<file path="config.mk">
export PLATFORM = sky130hd
export DESIGN_NAME = arrow_raster_indexer
export DESIGN_NICKNAME = d
export VERILOG_FILES = /design/src/rtl/arrow_raster_indexer.sv
export SDC_FILE = /design/constraint.sdc
export NUM_CORES = 1
export LEC_CHECK = 0
export ABC_AREA = 1
export CAP_MARGIN = 10
export CORE_MARGIN = 3
export CORE_UTILIZATION = 25
export DETAILED_ROUTE_END_ITERATION = 7
export GPL_ROUTABILITY_DRIVEN = 0
export PLACE_DENSITY = 0.44
export SYNTH_ARGS = -nofsm -noshare
export SYNTH_HDL_FRONTEND = slang
export SYNTH_SLANG_ARGS = --single-unit
</file>
<file path="constraint.sdc">
create_clock -name clock -period 3 [get_ports clock]
set_input_delay 0.45 -clock clock [delete_from_list [all_inputs] [get_ports clock]]
set_output_delay 0.45 -clock clock [all_outputs]
set_load 0.1 [all_outputs]
</file>
<file path="src/rtl/arrow_raster_indexer.sv">
// Arrow raster indexer: walks the raster in step with pix_valid and
// produces a colour-palette index per consumed pixel for a multi-player
// lane display. The display has three bands:
//   - a scrolling arrow field
//   - a static target band
//   - a bottom judgement panel
// Counters are purely incremental, so no divide or multiply hardware is used.
module arrow_raster_indexer #(
  parameter int SCREEN_W     = 640,
  parameter int SCREEN_H     = 480,
  parameter int N_PLAYERS    = 2,
  parameter int N_LANES      = 5,
  parameter int N_SLOTS      = 26,
  parameter int SLOT_H       = 16,
  parameter int LANE_H       = 64,
  parameter int PANEL_H      = 48,
  parameter int FLASH_FRAMES = 30,
  parameter logic [3*N_LANES-1:0] LANE_CODES  = {3'b100, 3'b011, 3'b001, 3'b010, 3'b110},
  parameter logic [8*N_LANES-1:0] LANE_COLORS = {8'd5, 8'd7, 8'd6, 8'd4, 8'd8}
) (
  input  logic                             clock,
  input  logic                             reset,
  input  logic                             pix_valid,
  input  logic [3*N_SLOTS*N_PLAYERS-1:0]   arrow_array,
  input  logic [2*N_PLAYERS-1:0]           indicator,
  input  logic [N_PLAYERS-1:0]             indicator_load,
  output logic [7:0]                       index,
  output logic                             index_valid,
  output logic                             frame_done
);

  localparam int FIELD_W    = SCREEN_W / N_PLAYERS;
  localparam int LANE_W     = SCREEN_W / (N_PLAYERS * N_LANES);
  localparam int ARROW_END  = SCREEN_H - PANEL_H - LANE_H;
  localparam int BAND_END   = SCREEN_H - PANEL_H;
  localparam int ARROW_BITS = 3 * N_SLOTS * N_PLAYERS;

  localparam int XW  = (SCREEN_W > 1) ? $clog2(SCREEN_W) : 1;
  localparam int YW  = (SCREEN_H > 1) ? $clog2(SCREEN_H) : 1;
  localparam int PW  = (N_PLAYERS > 1) ? $clog2(N_PLAYERS) : 1;
  localparam int LNW = (N_LANES > 1) ? $clog2(N_LANES) : 1;
  localparam int FXW = (FIELD_W > 1) ? $clog2(FIELD_W) : 1;
  localparam int LXW = (LANE_W > 1) ? $clog2(LANE_W) : 1;
  localparam int SRW = (SLOT_H > 1) ? $clog2(SLOT_H) : 1;
  localparam int CW  = $clog2(FLASH_FRAMES + 1);

  // Raster position and derived field/lane/slot coordinates
  logic [XW-1:0]  x;
  logic [YW-1:0]  y;
  logic [PW-1:0]  player;
  logic [FXW-1:0] local_x;
  logic [LNW-1:0] lane;
  logic [LXW-1:0] lane_x;
  logic [YW-1:0]  slot;
  logic [SRW-1:0] slot_row;

  logic                  frame_wrap;
  logic                  fresh;
  logic [ARROW_BITS-1:0] shadow;
  logic [ARROW_BITS-1:0] render_arrows;

  logic [1:0]    ind_q     [N_PLAYERS];
  logic [CW-1:0] flash_cnt [N_PLAYERS];

  logic [2:0] lane_code;
  logic [7:0] lane_color;
  logic       arrow_hit;
  logic [1:0] cur_ind;
  logic [7:0] pix_index;

  logic       s1_valid;
  logic [7:0] s1_index;

  assign frame_wrap = pix_valid
                    && (x == XW'(SCREEN_W - 1))
                    && (y == YW'(SCREEN_H - 1));

  // The shadow reads as zero until the first cycle after reset. In that
  // cycle the live arrow_array is rendered directly, so a pixel consumed
  // right at reset release already sees the freshly captured frame data.
  assign render_arrows = fresh ? arrow_array : shadow;

  // Raster walk: every coordinate is a small counter that wraps at its
  // boundary, so player/lane/slot never need a division.
  always_ff @(posedge clock) begin
    if (reset) begin
      x        <= '0;
      y        <= '0;
      player   <= '0;
      local_x  <= '0;
      lane     <= '0;
      lane_x   <= '0;
      slot     <= '0;
      slot_row <= '0;
    end else if (pix_valid) begin
      if (x == XW'(SCREEN_W - 1)) begin
        x       <= '0;
        player  <= '0;
        local_x <= '0;
        lane    <= '0;
        lane_x  <= '0;
        if (y == YW'(SCREEN_H - 1)) begin
          y        <= '0;
          slot     <= '0;
          slot_row <= '0;
        end else begin
          y <= y + YW'(1);
          if (slot_row == SRW'(SLOT_H - 1)) begin
            slot_row <= '0;
            slot     <= slot + YW'(1);
          end else begin
            slot_row <= slot_row + SRW'(1);
          end
        end
      end else begin
        x <= x + XW'(1);
        if (local_x == FXW'(FIELD_W - 1)) begin
          local_x <= '0;
          player  <= player + PW'(1);
          lane    <= '0;
          lane_x  <= '0;
        end else begin
          local_x <= local_x + FXW'(1);
          if (lane_x == LXW'(LANE_W - 1)) begin
            lane_x <= '0;
            lane   <= lane + LNW'(1);
          end else begin
            lane_x <= lane_x + LXW'(1);
          end
        end
      end
    end
  end

  // Arrow shadow: captured once after reset and again at each frame wrap.
  // This keeps a frame from tearing when arrow_array changes mid-frame.
  always_ff @(posedge clock) begin
    if (reset) begin
      shadow <= '0;
      fresh  <= 1'b1;
    end else begin
      fresh <= 1'b0;
      if (fresh || frame_wrap) begin
        shadow <= arrow_array;
      end
    end
  end

  // Judgement flash: a load restarts the countdown and wins over a
  // coincident wrap; otherwise each wrap burns one frame of display time.
  always_ff @(posedge clock) begin
    if (reset) begin
      for (int p = 0; p < N_PLAYERS; p++) begin
        ind_q[p]     <= 2'b00;
        flash_cnt[p] <= '0;
      end
    end else begin
      for (int p = 0; p < N_PLAYERS; p++) begin
        if (indicator_load[p]) begin
          ind_q[p]     <= indicator[2*p +: 2];
          flash_cnt[p] <= CW'(FLASH_FRAMES);
        end else if (frame_wrap && (flash_cnt[p] != '0)) begin
          flash_cnt[p] <= flash_cnt[p] - CW'(1);
        end
      end
    end
  end

  // Pixel colour for the current raster position. Arrow hits are
  // evaluated against a four-slot window ending at the current slot,
  // which makes each arrow appear four slots tall.
  always_comb begin
    lane_code  = 3'b000;
    lane_color = 8'd0;
    arrow_hit  = 1'b0;
    cur_ind    = 2'b00;
    pix_index  = 8'd0;

    for (int l = 0; l < N_LANES; l++) begin
      if (int'(lane) == l) begin
        lane_code  = LANE_CODES[3*l +: 3];
        lane_color = LANE_COLORS[8*l +: 8];
      end
    end

    for (int p = 0; p < N_PLAYERS; p++) begin
      for (int s = 0; s < N_SLOTS; s++) begin
        if ((int'(player) == p)
            && (int'(slot) >= s)
            && (int'(slot) <= s + 3)
            && (render_arrows[3*(p*N_SLOTS + s) +: 3] == lane_code)) begin
          arrow_hit = 1'b1;
        end
      end
      if (int'(player) == p) begin
        cur_ind = (flash_cnt[p] != '0) ? ind_q[p] : 2'b00;
      end
    end

    if (y < YW'(ARROW_END)) begin
      pix_index = arrow_hit ? lane_color : 8'd0;
    end else if (y < YW'(BAND_END)) begin
      pix_index = lane_color;
    end else begin
      case (cur_ind)
        2'b11:   pix_index = 8'd1;
        2'b10:   pix_index = 8'd2;
        2'b01:   pix_index = 8'd3;
        default: pix_index = 8'd0;
      endcase
    end
  end

  // Two-stage output pipeline.
  // The colour is registered at the consuming edge, then retimed once more.
  // frame_done follows the wrap by one cycle.
  always_ff @(posedge clock) begin
    if (reset) begin
      s1_valid    <= 1'b0;
      s1_index    <= 8'd0;
      index_valid <= 1'b0;
      index       <= 8'd0;
      frame_done  <= 1'b0;
    end else begin
      s1_valid    <= pix_valid;
      s1_index    <= pix_valid ? pix_index : 8'd0;
      index_valid <= s1_valid;
      index       <= s1_index;
      frame_done  <= frame_wrap;
    end
  end

endmodule
</file>
; ---- Yosys cells after proc, flatten, opt, wreduce, memory -nomap -nowiden
; Memory sizes are Yosys's and may differ from the RTL's.
; Index checks and enable logic that the tools add are counted.
[totals]
latch_bits = 0
word_cells = 430
mem_bits_ro = 0
out_inout_bits = 10
ff_bits = 227
mem_count = 2
ram_bits = 14
in_bits = 165
[classes]
n_mul = 0
mux = 108
div_mod_pow = 0
n_addsub = 10
reduce_logical = 170
n_bitwise = 8
n_eq_ne = 64
n_lt_le_gt_ge = 53
n_shift = 0
[mem_list]
columns = name, words, word_bits, rd, rd_clocked_by_memory_dff, wr, line
row1 = flash_cnt, 2, 5, 2, 0, 2, 63  ; logic [CW-1:0] flash_cnt [N_PLAYERS];
row2 = ind_q, 2, 2, 2, 0, 2, 62  ; logic [1:0] ind_q [N_PLAYERS];
[op_table]
columns = cell, n
row1 = $logic_and 1x1->1, 158
row2 = $eq 3x3->1, 52
row3 = $mux 156, 1
row4 = $le 9x5->1 const B, 13
row5 = $ge 9x5->1 const B, 10
row6 = $ge 9x4->1 const B, 8
row7 = $le 9x4->1 const B, 8
row8 = $mux 1, 70
row9 = $mux 8, 7
row10 = $mux 9, 5
row11 = $ge 9x3->1 const B, 4
row12 = $le 9x3->1 const B, 4
row13 = $add 9x1->9 const B, 3
row14 = $mux 3, 8
row15 = $mux 5, 4
row16 = $eq 9x9->1 const B, 2
row17 = $ge 9x2->1 const B, 2
row18 = $lt 9x9->1 const B, 2
row19 = $mux 6, 3
row20 = $mux 4, 3
row21 = $add 10x1->10 const B, 1
row22 = $eq 10x10->1 const B, 1
row23 = $mux 10, 1
row24 = $mux 2, 5
row25 = 24 further kinds, 38

; ---- Depth between registers and ports, before layout
; Gate-level depths: netlist of the first run.
[depth]
depth_word = 62
ltp_mapped = 21
mapped_depth_nobuf = 20

; ---- Worst setup path after synthesis of the first run
; No wires, ideal clock.
[synth_timing]
path_kind = register to register
start = reg lane[0]
end = reg s1_index[2]
period_less_slack_ns = 2.252
path_slack_ns = 0.748
t_required_ns = 2.890
t_arrival_ns = 2.142
setup_time_ns = 0.110
stages_incl_launch_ff = 20
path_buffers = 1
cell_sequence = dfxtp_1 inv_1 ha_1 nand2_1 inv_1 a21oi_2 buf_2 nand2_1 nand2_1 inv_1 nand3_1 nor2_1 nor2_1 nand2_1 nor2_1 nand2_1 nor2_1 nand3_1 nand3_1 inv_1
[synth_via]
elab_chain_len = 62
word_cells_on_any_way = 173
classes_between = 56 x eq/ne / 64 x mux / 53 x reduce/logical
[synth_lines]
columns = element, line
row1 = "start, declared", 52  ; logic [LNW-1:0] lane;
row2 = "start signal, assigned", 126  ; lane <= lane + LNW'(1);
row3 = $logic_not 3->1, 180  ; if (int'(lane) == l) begin
row4 = $mux 3 (5 in series), 180
row5 = $eq 3x3->1, 191  ; && (render_arrows[3*(p*N_SLOTS + s) +: 3] == lane_code)) begin
row6 = $logic_and 1x1->1, 191
row7 = $mux 1 (52 in series), 188  ; if ((int'(player) == p)
row8 = $mux 8, 201  ; pix_index = arrow_hit ? lane_color : 8'd0;
row9 = $mux 8 (*), 200  ; if (y < YW'(ARROW_END)) begin
row10 = "end signal, assigned", 226  ; s1_index <= pix_valid ? pix_index : 8'd0;
row11 = "end, declared", 72  ; logic [7:0] s1_index;
; Every way passes the cells marked *; elsewhere a longest branch is shown, timed or not.
; A chain may end at the register's enable or synchronous reset.

; ---- Worst setup path in the final report of the first run
[layout_timing]
start = reg slot[8]
end = reg s1_index[1]
[layout_via]
elab_chain_len = 57
word_cells_on_any_way = 259
classes_between = 51 x order compare / 54 x mux / 154 x reduce/logical
[layout_lines]
columns = element, line
row1 = "start, declared", 54  ; logic [YW-1:0] slot;
row2 = "start signal, assigned", 110  ; slot <= slot + YW'(1);
row3 = $le 9x2->1 or $ge 9x1->1 (tied branches), "190, 189"
row4 = $logic_and 1x1->1 (on tied branches), "190, 189"
row5 = $logic_and 1x1->1 (on tied branches), "191, 190"
row6 = $mux 1 or $logic_and 1x1->1 (tied branches), "188, 191"
row7 = $mux 1 (50 in series), 188
row8 = $mux 1 (*), 188
row9 = $mux 8 (*), 201
row10 = $mux 8 (*), 200
; Marks and branches as above.

==> summary.md, run 1 <==
| Metric | Value |
|---|---|
| Status | `finished clean` |
| TritonCTS clock tree | `done` |
| Vias | `16,000` |
| H-tree Lvls | `1` |
| Synth async-reset ratio | `0%` |
| Num CTS Buffers | `30` |
| CP dominant cell by count | `nor2_1` |
| IO Count | `175` |
| # DRC | `0` |
| Mapped Area | `0.0152 mm²` |
| GRT overflow | `0` |
| Final #Nets | `2,772` |
| CP max stage delay | `510 ps` |
| Clk root buf | `clkbuf_16` |
| Crit path depth | `14` |
| LEAKAGE | `8.65 nW` |
| Clock Tree Buf Depth | `3` |
| DRT iter0 DRCs | `1,196` |
| Core Area | `0.0597 mm²` |
| Worst slew pin tran | `739 ps` |
| # clock sinks | `233` |
| Area Overhead vs Synth | `22.6%` |
| Slowest cell on the critical path | `nor2_1` |
| CP top delay family | `simple AND/OR/NAND/NOR gates` |
| Fmax | `346 MHz` |
| MaxCap Viol Count | `0` |
| Post-Synthesis Mean Instance Area | `6.14 µm²` |
| Vias/cell | `4.73` |
| I/O Buffers | `170` |
| Initial Utilization | `25.5%` |
| Gate Count Post-Synth | `2,484` |
| Hold Crit Depth | `2` |
| RSZ-0062 raised after global routing | `false` |
| CP max FO | `5` |
| Worst-path cell chain | `nor2_1 -> nand3_1 -> nor2_1 -> nand3_1 -> nand3_1 -> nor2_1 -> nor2_1 -> nand2_1 -> nor2_1 -> nand2_1 -> nor2_1 -> nand2_1 -> nand2_1 -> a21oi_1` |
| Die Y | `253 µm` |
| Post-CTS Setup Bufs | `0` |
| Slew Viols, Final | `0` |
| Number of global-route vias before repair | `15,200` |
| Fin area | `0.0187 mm²` |
| Reg clk slew, reported paths | `60 ps` |
| Synth area leader | `dfxtp_1` |
| Most instantiated cells after synthesis | `nand2_1 (658), nor2_1 (377), inv_1 (296)` |
| Worst hold path type | `input pin to flop` |
| Arrival @ worst endpoint | `3350 ps` |
| P per Cell Area | `447 mW/mm²` |
| Synth cell types | `51` |
| Top-count cell post-synth | `nand2_1` |
| Top cell type's share of synthesized area | `28.8%` |
| FF-to-FF setup slack | `110 ps` |
| Final wirelength | `57.6 mm` |
| Die W | `253 µm` |
| Data required time at the worst endpoint | `3450 ps` |
| Worst-case clock skew | `11.4 ps` |
| Fraction of layout cells with a size suffix above 1 | `5.94%` |
| Period utilization | `96.4%` |
| Site Rows | `89` |
| Main synth FF type | `dfxtp_1` |
| Area after DPL | `0.0177 mm²` |
| Synth top area cells | `dfxtp_1 (29%), nand2_1 (16%), nor2_1 (9.3%)` |
| Final setup fails | `0` |
| DR pass1 iterations | `5` |
| First-pass GRT wire length | `88.2 mm` |
| Ys Warns | `0` |
| Rel. slew slack | `50.7%` |
| Share of the yosys chip area belonging to registers | `31.5%` |
| Largest net degree at the start of global routing | `95` |
| Dpl hpwl | `42.2 mm` |
| Post-route ant nets | `0` |
| Initial antenna violation count | `0` |
| CP Capture Type | `flop` |
| Worst path bufs/invs | `0` |
| R2R depth | `14` |
| Peak supply drop | `0.410 mV` |
| Fin. Hold Viols | `0` |
| Total GRT Usage | `17.6%` |
| Type of origin of the critical path | `flop` |
| Worst Setup Path Type | `flop to flop` |
| Post-synth EDFFs | `14` |
| Seq cells post-synth | `233` |
| Die area | `0.0640 mm²` |
| Setup_tns | `0 ps` |
| Diodes inserted | `0` |
| Clk Latency, worst-skew pair | `580 ps` |
| WL/cell | `17.0 µm` |
| Fin crit period | `2890 ps` |
[sequential cells by signal, indices dropped and copies added, names as in the netlist]
name,flops
lane_x,6
player,1
slot_row,4
lane,3
shadow,156
s1_valid,1
index_valid,1
s1_index,4
local_x,9
slot,9
ind_q,4
frame_done,1
index,4
y,9
x,10
fresh,1
flash_cnt,10
[timing repair]
item                       in CTS  in global routing
setup endpoints to repair       0                  4
resized for setup               0                  2
hold buffers                    0                  0
[stage by stage]
| stage | worst slack [ps] | power, mW | std cells | utilization [%] | hold slack [ps] |
|---|---|---|---|---|---|
| final | 108 | 8.35 | 3384 | 31.3 | 297 |
| after global routing | 7.85 | 8.78 | 3384 | 31.3 | 301 |
| after CTS | 228 | 8.51 | 3383 | 31.2 | 264 |
| after detailed placement | 252 | 4.74 | 3331 | 29.6 | 408 |
| after global placement | 255 | 4.72 | 3331 | 29.6 | 412 |
| after floorplan | 748 | 4.23 | 2487 | - | 388 |
[final cells by class]
| cell class | instances | area [µm²] |
|---|---|---|
| fill | 6562 | 41000 |
| multi-input combinational | 1805 | 8530 |
| sequential | 233 | 4810 |
| timing repair buffer | 216 | 2230 |
| inverter | 305 | 1140 |
| tap | 773 | 967 |
| clock buffer | 43 | 861 |
| clock inverter | 9 | 134 |
[cells in the final DEF (no fill, tap or decap), types with 9 or more instances in the layout]
cell type,instances
a221oi_2,20
ha_1,15
o21ai_1,58
clkdlybuf4s50_1,163
nand3b_1,29
edfxtp_1,14
a221oi_1,15
inv_1,296
nand3_1,204
dfxtp_1,218
nand2_1,655
nor3_1,27
a21oi_1,123
clkbuf_16,32
nand4_1,23
buf_4,36
nor2_1,376
o22ai_1,10
xor2_1,21
o21ai_0,157
a21oi_2,9
buf_12,15
[worst paths after layout]
kind | startpoint | endpoint
worst max-delay path | slot[8]$_SDFFE_PP0P_ | s1_index[1]$_SDFF_PP0_
worst min-delay path | reset | shadow[36]$_SDFFE_PP0P_
worst max register to register | slot[8]$_SDFFE_PP0P_ | s1_index[1]$_SDFF_PP0_
worst min register to register | s1_index[1]$_SDFF_PP0_ | index[1]$_SDFF_PP0_
[logic make-up (layout without fill, tap and decap cells)]
| group | Yosys count | in the layout | synth area share (%) |
|---|---|---|---|
| buffers and inverters | 449 | 573 | 12.7 |
| adders and majority gates | 16 | 16 | 1.31 |
| AOI/OAI and AO/OA | 413 | 413 | 15.9 |
| other | 1 | 4 | 0.0246 |
| xor gates and xnor gates | 29 | 29 | 1.67 |
| and+or+nand+nor | 1343 | 1343 | 36.8 |
| DFF | 233 | 233 | 31.5 |
[layer usage]
| layer | vias to the layer above | share of wire (%) | global-route usage [%] |
|---|---|---|---|
| met5 | - | 0 | 0 |
| met3 | 103 | 4.4 | 2.23 |
| met4 | 0 | 4.6 | 7.32 |
| met2 | 381 | 47 | 30.0 |
| met1 | 7364 | 44 | 22.3 |
| li1 | 8169 | - | - |
[report_power, final]
| part | switching (mW) | internal, mW |
|---|---|---|
| Clock | 1.45 | 2.23 |
| Combinational | 0.757 | 0.525 |
| Sequential | 0.0808 | 3.30 |
Note: power is estimated with default switching activity, not from simulation.
==> inputs of run 2 (changes only) <==
--- a/config.mk
+++ b/config.mk
@@ -10,8 +10,9 @@
 export CORE_MARGIN = 3
 export CORE_UTILIZATION = 25
 export DETAILED_ROUTE_END_ITERATION = 7
+export DONT_BUFFER_PORTS = 1
 export GPL_ROUTABILITY_DRIVEN = 0
-export PLACE_DENSITY = 0.44
+export PLACE_DENSITY = 0.4
 export SYNTH_ARGS = -nofsm -noshare
 export SYNTH_HDL_FRONTEND = slang
 export SYNTH_SLANG_ARGS = --single-unit
==> run 2 against run 1 <==
Clock-buffer cell count is 1 higher. Fmax rose by 7.8%. Worst hold slack got worse by 260 ps. Sequential share of layout area increased by 1.2 points. Die area unchanged. Routed wire length is 4.1% higher. Cell count shrank 2.2%. Register-to-register slack gained 210 ps. Highest routed layer unchanged. Critical endpoint is now s1_index[3]$_SDFF_PP0_. Largest power group unchanged.
==> summary.md, run 2 (synthesis results as in run 1) <==
| Metric | Value |
|---|---|
| Status | `finished clean` |
| # clock sinks | `233` |
| I/O Buffers | `0` |
| Vias | `15,700` |
| Clock Tree Buf Depth | `3` |
| Initial Utilization | `25.5%` |
| TritonCTS clock tree | `done` |
| Logic pwr share | `14.4%` |
| Vias/cell | `4.74` |
| Final cell count without fillers | `3,308` |
| Reg clk slew, reported paths | `60 ps` |
| Post-route ant nets | `0` |
| DRT iter0 DRCs | `1,159` |
| Fin area | `0.0178 mm²` |
| Final #Nets | `2,695` |
| Die area | `0.0640 mm²` |
| Total GRT Usage | `18.3%` |
| Worst slew pin tran | `955 ps` |
| GRT overflow | `0` |
| CP max FO | `12` |
| IO Count | `175` |
| Most flop-heavy register | `shadow` |
| Rel. slew slack | `36.2%` |
| Arrival @ worst endpoint | `3140 ps` |
| Die W | `253 µm` |
| Design Power | `7.97 mW` |
| Period utilization | `89.5%` |
| Slew Viols, Final | `0` |
| P_sw | `2.28 mW` |
| Final wirelength | `59.9 mm` |
| Internal power | `5.69 mW` |
| Setup_tns | `0 ps` |
| Site Rows | `89` |
| Fraction of layout cells with a size suffix above 1 | `6.44%` |
| Most common cell after layout, fill and taps aside | `nand2_1` |
| Met2 GRT Util | `32.9%` |
| Final setup fails | `0` |
| P per Cell Area | `447 mW/mm²` |
| Met3 Track Usage GR | `2.73%` |
| Worst-case clock skew | `24.4 ps` |
| Data required time at the worst endpoint | `3460 ps` |
| Fin. Hold Viols | `0` |
| Peak supply drop | `0.404 mV` |
| Clk root buf | `clkbuf_16` |
| Die Y | `253 µm` |
| Worst hold slack | `39.3 ps` |
| Fillers | `6,622` |
| Final WS setup | `316 ps` |
| Final core utilization | `29.9%` |
| Largest register FFs | `156` |
| Fmax | `373 MHz` |
| H-tree Lvls | `1` |
| Net Sw Frac | `28.6%` |
| Registers with the most flip-flops | `shadow: 156 flops, flash_cnt: 10 flops, x: 10 flops` |
| Area Overhead vs Synth | `17.0%` |
| Dpl hpwl | `43.0 mm` |
| MaxCap Viol Count | `0` |
| Most Crowded Layer GR | `met2` |
| Initial antenna violation count | `0` |
| Num CTS Buffers | `30` |
| Worst Setup Path Type | `flop to flop` |
| DR pass1 iterations | `5` |
| Area after DPL | `0.0161 mm²` |
| Type of origin of the critical path | `flop` |
| Number of global-route vias before repair | `14,900` |
| First-pass GRT wire length | `90.6 mm` |
| # DRC | `0` |
| CP Capture Type | `flop` |
| Part of the power in registers | `42.5%` |
| Commonest cells after routing, fill and taps aside | `nand2_1 (655), nor2_1 (374), inv_1 (295)` |
| Clk Latency, worst-skew pair | `590 ps` |
| RSZ-0062 raised after global routing | `false` |
| WL/cell | `18.1 µm` |
| Fin crit period | `2680 ps` |
| Largest net degree at the start of global routing | `87` |
| Core Area | `0.0597 mm²` |
| Setup WS pre-CTS | `263 ps` |
| LEAKAGE | `8.35 nW` |
| GR met1 Demand/Resource | `22.8%` |
| Worst hold path type | `input pin to flop` |
| Dpl cells | `3,175` |
| Clock power frac | `43.1%` |
==> run 2: worst paths after layout <==
kind,startpoint,to,slack (ps),depth (start not counted)
worst max-delay path,slot[5]$_SDFFE_PP0P_,s1_index[3]$_SDFF_PP0_,320,17
worst min-delay path,arrow_array[86],shadow[86]$_SDFFE_PP0P_,40,2
worst max register to register,slot[5]$_SDFFE_PP0P_,s1_index[3]$_SDFF_PP0_,320,17
worst min register to register,s1_valid$_SDFF_PP0_,index_valid$_SDFF_PP0_,410,2
==> run 2: timing repair <==
action	4_1_cts	5_1_grt
endpoints found under the hold margin	140	0
hold buffers	80	0
gates resized for setup	0	5
buffers inserted	0	0
setup endpoints to repair	0	5
==> run 2: cell type report <==
| class | instances | area (µm²) | area share [%] |
|---|---|---|---|
| Sequential cell | 233 | 4810 | 27.0 |
| Tap cell | 773 | 967 | 5.43 |
| Antenna cell | 2 | 5.00 | 0.0281 |
| Multi-Input combinational cell | 1805 | 8540 | 47.9 |
| Timing Repair Buffer | 139 | 1460 | 8.20 |
| Clock inverter | 7 | 35.0 | 0.197 |
| Inverter | 305 | 1150 | 6.43 |
| Clock buffer | 44 | 865 | 4.85 |
==> run 2: power groups by stage <==
| stage | Clock, mW | Combinational (mW) | Sequential, mW |
|---|---|---|---|
| finish | 3.43 | 1.15 | 3.38 |
| global route | 3.68 | 1.30 | 3.40 |
| CTS | 3.57 | 1.17 | 3.38 |
| detailed placement | 0 | 1.05 | 3.45 |
| global placement | 0 | 1.03 | 3.45 |
| floorplan | 0 | 0.801 | 3.43 |
==> run 2: layer usage <==
layer | vias up | part of all wire (%)
li1 | 8014 | -
met1 | 7250 | 43
met2 | 348 | 49
met3 | 79 | 4.5
met4 | 0 | 2.8
met5 | - | 0
==> run 2: critical path: stages, from the launching register on <==
cell	delay [ps]
dfxtp_1	390
nor2_2	230
nand2_1	80
buf_4	200
nor2_8	170
nand2_1	70
nor2_1	240
nor2_1	130
nand2_1	120
nor2_1	50
nor2_1	100
nand2_1	70
nor2_1	140
nand2_1	150
nor2_2	190
nand3_1	120
nand2_1	80
nor2_1	40
